### src/rtl/param_updown_counter.sv
// -----------------------------------------------------------------------------
// param_updown_counter
//
// Modulo-(MAX+1) up/down counter with parallel load, wrap or saturate
// behaviour at the bounds, a registered terminal-count pulse and sticky
// overflow / underflow flags.
//
// Parameters
//   WIDTH    counter width in bits (2..32)
//   MAX      upper bound of the count (1..2**WIDTH-1)
//   SAT_MODE 0 = wrap at the bounds, 1 = saturate at the bounds
//   RST_VAL  value of dout after reset (0..MAX)
//
// Ports
//   clk        clock, all state changes on the rising edge
//   rst        synchronous active-high reset
//   en         count enable
//   up         direction when en=1 (1 = up, 0 = down)
//   load       parallel load strobe (load_val is clamped to MAX)
//   load_val   value to load
//   clr_flags  clears ovf / unf (a boundary event on the same edge wins)
//   dout       registered count
//   tc         one-cycle terminal-count pulse, coincident with the new dout
//   ovf        sticky overflow (up-count attempted at MAX)
//   unf        sticky underflow (down-count attempted at 0)
//
// Compile-time option
//   PARAM_UPDOWN_COUNTER_ASSERT_EN  when defined, embedded concurrent
//                                   assertions are compiled in.
// -----------------------------------------------------------------------------
module param_updown_counter #(
  parameter int unsigned      WIDTH    = 4,
  parameter longint unsigned  MAX      = (64'd1 << WIDTH) - 64'd1,
  parameter bit               SAT_MODE = 1'b0,
  parameter longint unsigned  RST_VAL  = 64'd0
) (
  input  logic             clk,
  input  logic             rst,
  input  logic             en,
  input  logic             up,
  input  logic             load,
  input  logic [WIDTH-1:0] load_val,
  input  logic             clr_flags,
  output logic [WIDTH-1:0] dout,
  output logic             tc,
  output logic             ovf,
  output logic             unf
);

  localparam logic [WIDTH-1:0] MAX_V = WIDTH'(MAX);
  localparam logic [WIDTH-1:0] RST_V = WIDTH'(RST_VAL);

  // Set while the count sits at a bound because the previous boundary event
  // saturated; suppresses tc on the repeated boundary attempts that follow.
  logic             held;

  logic             at_max;
  logic             at_zero;
  logic             ovf_evt;
  logic             unf_evt;
  logic [WIDTH-1:0] load_sat;
  logic [WIDTH-1:0] dout_nxt;
  logic             tc_nxt;
  logic             held_nxt;
  logic             ovf_nxt;
  logic             unf_nxt;

  always_comb begin
    // NOTE: every signal assigned here gets a default first so no path
    // leaves it unassigned, which would otherwise infer a latch.
    dout_nxt = dout;
    tc_nxt   = 1'b0;
    held_nxt = held;

    at_max   = (dout == MAX_V);
    at_zero  = (dout == '0);
    ovf_evt  = en && !load && up  && at_max;
    unf_evt  = en && !load && !up && at_zero;
    load_sat = (load_val > MAX_V) ? MAX_V : load_val;

    if (load) begin
      dout_nxt = load_sat;
      held_nxt = 1'b0;
    end else if (en) begin
      if (up) begin
        if (at_max) dout_nxt = SAT_MODE ? MAX_V : '0;
        else        dout_nxt = dout + WIDTH'(1);
      end else begin
        if (at_zero) dout_nxt = SAT_MODE ? '0 : MAX_V;
        else         dout_nxt = dout - WIDTH'(1);
      end

      if (ovf_evt || unf_evt) begin
        // In wrap mode held never sets, so every boundary crossing pulses tc.
        tc_nxt   = !held;
        held_nxt = SAT_MODE;
      end else begin
        held_nxt = 1'b0;
      end
    end

    // Boundary event beats a simultaneous clear.
    ovf_nxt = ovf_evt || (ovf && !clr_flags);
    unf_nxt = unf_evt || (unf && !clr_flags);
  end

  always_ff @(posedge clk) begin
    // NOTE: state registers use non-blocking assignments so every register
    // samples the pre-edge values regardless of statement order.
    if (rst) begin
      dout <= RST_V;
      tc   <= 1'b0;
      ovf  <= 1'b0;
      unf  <= 1'b0;
      held <= 1'b0;
    end else begin
      dout <= dout_nxt;
      tc   <= tc_nxt;
      ovf  <= ovf_nxt;
      unf  <= unf_nxt;
      held <= held_nxt;
    end
  end

`ifdef PARAM_UPDOWN_COUNTER_ASSERT_EN
  // Tracks whether a reset has been seen so X checks start only afterwards.
  logic seen_rst;
  always_ff @(posedge clk) begin
    if (rst) seen_rst <= 1'b1;
  end

  a_rst_val: assert property (@(posedge clk) rst |=> (dout == RST_V));

  a_le_max: assert property (@(posedge clk)
    (seen_rst === 1'b1) |-> (dout <= MAX_V));

  a_no_x: assert property (@(posedge clk)
    (seen_rst === 1'b1) |-> !$isunknown({dout, tc, ovf, unf}));

  // Back-to-back pulses are legal only when a new boundary event occurs,
  // e.g. MAX=1 with the direction toggling every edge.
  a_tc_width: assert property (@(posedge clk) disable iff (rst)
    (tc && !(ovf_evt || unf_evt)) |=> !tc);

  a_inc: assert property (@(posedge clk) disable iff (rst)
    (!rst && !load && en && up && !at_max) |=> (dout == $past(dout) + WIDTH'(1)));

  a_dec: assert property (@(posedge clk) disable iff (rst)
    (!rst && !load && en && !up && !at_zero) |=> (dout == $past(dout) - WIDTH'(1)));

  a_top: assert property (@(posedge clk) disable iff (rst)
    (!rst && ovf_evt) |=> (dout == (SAT_MODE ? MAX_V : '0)) && ovf);

  a_bottom: assert property (@(posedge clk) disable iff (rst)
    (!rst && unf_evt) |=> (dout == (SAT_MODE ? '0 : MAX_V)) && unf);
`endif

endmodule

### config.mk
export PLATFORM = sky130hd
export DESIGN_NAME = param_updown_counter
export DESIGN_NICKNAME = d
export VERILOG_FILES = /design/src/rtl/param_updown_counter.sv
export SDC_FILE = /design/constraint.sdc
export NUM_CORES = 1
export LEC_CHECK = 0
export ABC_AREA = 1
export CELL_PAD_IN_SITES_DETAIL_PLACEMENT = 2
export CELL_PAD_IN_SITES_GLOBAL_PLACEMENT = 2
export CORE_UTILIZATION = 22
export CTS_BUF_LIST = sky130_fd_sc_hd__clkbuf_16
export DETAILED_ROUTE_END_ITERATION = 16
export PLACE_DENSITY_LB_ADDON = 0.08
export SLEW_MARGIN = 20
export SYNTH_ARGS = -nofsm -noshare
export SYNTH_HDL_FRONTEND = slang
export SYNTH_SLANG_ARGS = --single-unit
### constraint.sdc
create_clock -name clk -period 2.2 [get_ports clk]
set_input_delay 0.33 -clock clk [delete_from_list [all_inputs] [get_ports clk]]
set_output_delay 0.33 -clock clk [all_outputs]
set_load 0.01 [all_outputs]
==> impl_metrics.json <==
{
  "yosysUniqueCellTypes": 19,
  "grt_usage_pct": 16.4,
  "synthCells": 65,
  "start_util_pct": 24.3,
  "ys_warn_count": 0,
  "port_buffers": 16,
  "relSlewSlack_pct": 79.7,
  "cts-root-buf": "clkbuf_16",
  "ios": 17,
  "gp_congestion": 0.706,
  "fin_skew_ps": 1.97,
  "yosys.area.top_type": "dfxtp_1",
  "core_area_um2": 1800,
  "dr_total_vias": 512,
  "status": "finished, final reports clean",
  "critical_path_buf_inv_count": 1,
  "clk_pin_slew_ps": 40,
  "critPathSlowestCell": "clkdlybuf4s50_1",
  "fin_tns_setup_ps": 0,
  "fin_ws_ps": 612,
  "final_area_um2": 708,
  "rsz0062_at_grt": "false",
  "syn_nets": 77,
  "postRouteAntennaNets": 0,
  "die-area_um2": 2170,
  "grtUsageMet2_pct": 26.9,
  "rows": 15,
  "fillCellCount": 236,
  "p_per_area_nw_per_um2": 765,
  "ys_seq_area_share_pct": 32.0,
  "use_met1_pct": 19.6,
  "drtPass1Iterations": 4,
  "drive_gt1_share_pct": 15.3,
  "nets": 98,
  "first_global_vias": 521,
  "ctsResizeCount": 0,
  "cts.sinks": 7,
  "synthTopCellsByArea": "dfxtp_1 (32%), nand2_1 (17%), nand3_1 (6.9%)",
  "crit_fanout": 6,
  "die_h_um": 46.6,
  "cts_setup_buffers": 0,
  "ir_drop_v": 0.000333,
  "cts_tree": "yes",
  "clock_latency_ps": 230,
  "antennaDiodeCount": 0,
  "p_leak_nw": 0.310,
  "cpPeakStageDelay_ps": 580,
  "finalCritPeriodShare_pct": 72.2,
  "clock_path_buffers": 2,
  "area_delta_synth_final_pct": 61.7,
  "cp_top_family": "buffers and inverters",
  "ys_ff_latch": 7,
  "top_usage_layer": "met2",
  "drc": 0,
  "initialDrtViolationCount": 5,
  "antenna_found_initial": 0,
  "synth_top_area_share_pct": 32.0,
  "slew_violations": 0,
  "drv_cap": 0,
  "dp_hpwl_mm": 1.13,
  "wire_per_inst_um": 13.1,
  "dpl_cell_area_um2": 629,
  "synthesis.area_um2": 438,
  "setup_viol": 0,
  "use_met3_pct": 5.88,
  "grt-ovfl-total": 0,
  "avgSynthCellArea_um2": 6.74,
  "hold_class": "reg -> reg",
  "p_total_mw": 0.542,
  "die_x_um": 46.6,
  "min_period_ps": 1590,
  "grt_max_degree": 8,
  "viasPerCell": 4.65,
  "routed_wl_mm": 1.44,
  "crit_type": "reg -> out",
  "final_hold_viol_count": 0,
  "cp-end-kind": "output pin",
  "fmax_mhz": 630,
  "grt_pass1_wl_mm": 2.35,
  "cts.htree.levels": 1,
  "start_kind": "register",
  "required_ps": 1870,
  "worst_slew_pin_slew_ps": 304,
  "holdBufCountCts": 0,
  "cts_inserted_buffers": 3,
  "crit_arrival_ps": 1260,
  "path_cells": "clkdlybuf4s50_1",
  "dp_slack_ps": 656
}
==> power breakdown <==
part / switching (mW) / total [mW] / internal, mW
Sequential: 0.00973 / 0.144 / 0.134
Clock: 0.0706 / 0.307 / 0.237
Combinational: 0.0460 / 0.0911 / 0.0451
==> path summary, 6_finish.rpt <==
check,startpoint,endpoint,slack (ps),depth (start not counted)
worst min register to register,unf$_SDFF_PP0_,unf$_SDFF_PP0_,500,2
worst max-delay path,dout[3]$_SDFFE_PP0P_,dout[3],610,1
worst max register to register,dout[0]$_SDFFE_PP0P_,dout[3]$_SDFFE_PP0P_,860,8
worst min-delay path,unf$_SDFF_PP0_,unf$_SDFF_PP0_,500,2
==> layout by cell type (no fill, tap or decap), drive strengths merged <==
cell / count
ha: 2
nand3: 6
xnor2: 1
nor3: 2
clkdlybuf4s50: 16
clkbuf: 3
inv: 10
a21oi: 4
nand2: 22
nand4: 1
dfxtp: 7
a21o: 1
a22oi: 1
nor2: 6
o21a: 1
a31oi: 1
a31o: 1
==> cells in the mapped netlist (all sizes together) <==
library cell,count
nor3,2
nand3,6
a21oi,4
a22oi,1
a21o,1
xnor2,1
a31oi,1
nor2,6
a31o,1
dfxtp,7
nand4,1
ha,2
nand2,22
o21a,1
inv,9
==> flip-flops by register name, summed over array words and instances (netlist names) <==
name,cells
dout,4
unf,1
ovf,1
tc,1
==> per-stage QoR <==
| step | util (%) | instances | hold WS (ps) |
|---|---|---|---|
| 3_5_place_dp | 34.9 | 106 | 504 |
| 3_3_place_gp | 34.9 | 106 | 476 |
| 6_report | 39.3 | 110 | 503 |
| 2_1_floorplan | - | 65 | 392 |
| 5_1_grt | 39.3 | 110 | 543 |
| 4_1_cts | 39.3 | 110 | 513 |
==> layout make-up <==
type,count,area [µm²],area share [%]
Tap cell,25,31.3,4.42
Clock buffer,3,75.1,10.6
Multi-Input combinational cell,49,264,37.3
Clock inverter,1,3.75,0.530
Inverter,9,33.8,4.77
Timing Repair Buffer,16,160,22.6
Sequential cell,7,140,19.8
==> worst register-to-register path, delay by kind of cell (launching register included) <==
family / cells / cell delay (ps)
buf+inv: 1 / 120
fa+ha+maj: 1 / 260
flops: 1 / 410
compound gates: 1 / 150
simple gates: 5 / 280
==> cells by family after synthesis <==
| logic type | Yosys count | synth area share, % |
|---|---|---|
| adder cells (fa/ha/maj) | 2 | 5.71 |
| XOR/XNOR | 1 | 2.00 |
| AO/OA/AOI/OAI | 9 | 14.0 |
| AND/OR/NAND/NOR | 37 | 38.6 |
| buffers and inverters | 9 | 7.71 |
| flip-flops | 7 | 32.0 |
==> routing by layer <==
| metal | part of all wire [%] | vias up |
|---|---|---|
| met5 | 0 | - |
| met4 | 0.97 | 0 |
| met3 | 3.5 | 2 |
| met2 | 52 | 10 |
| met1 | 44 | 248 |
| li1 | - | 252 |
No activity file was read; power rests on OpenSTA's default activity.
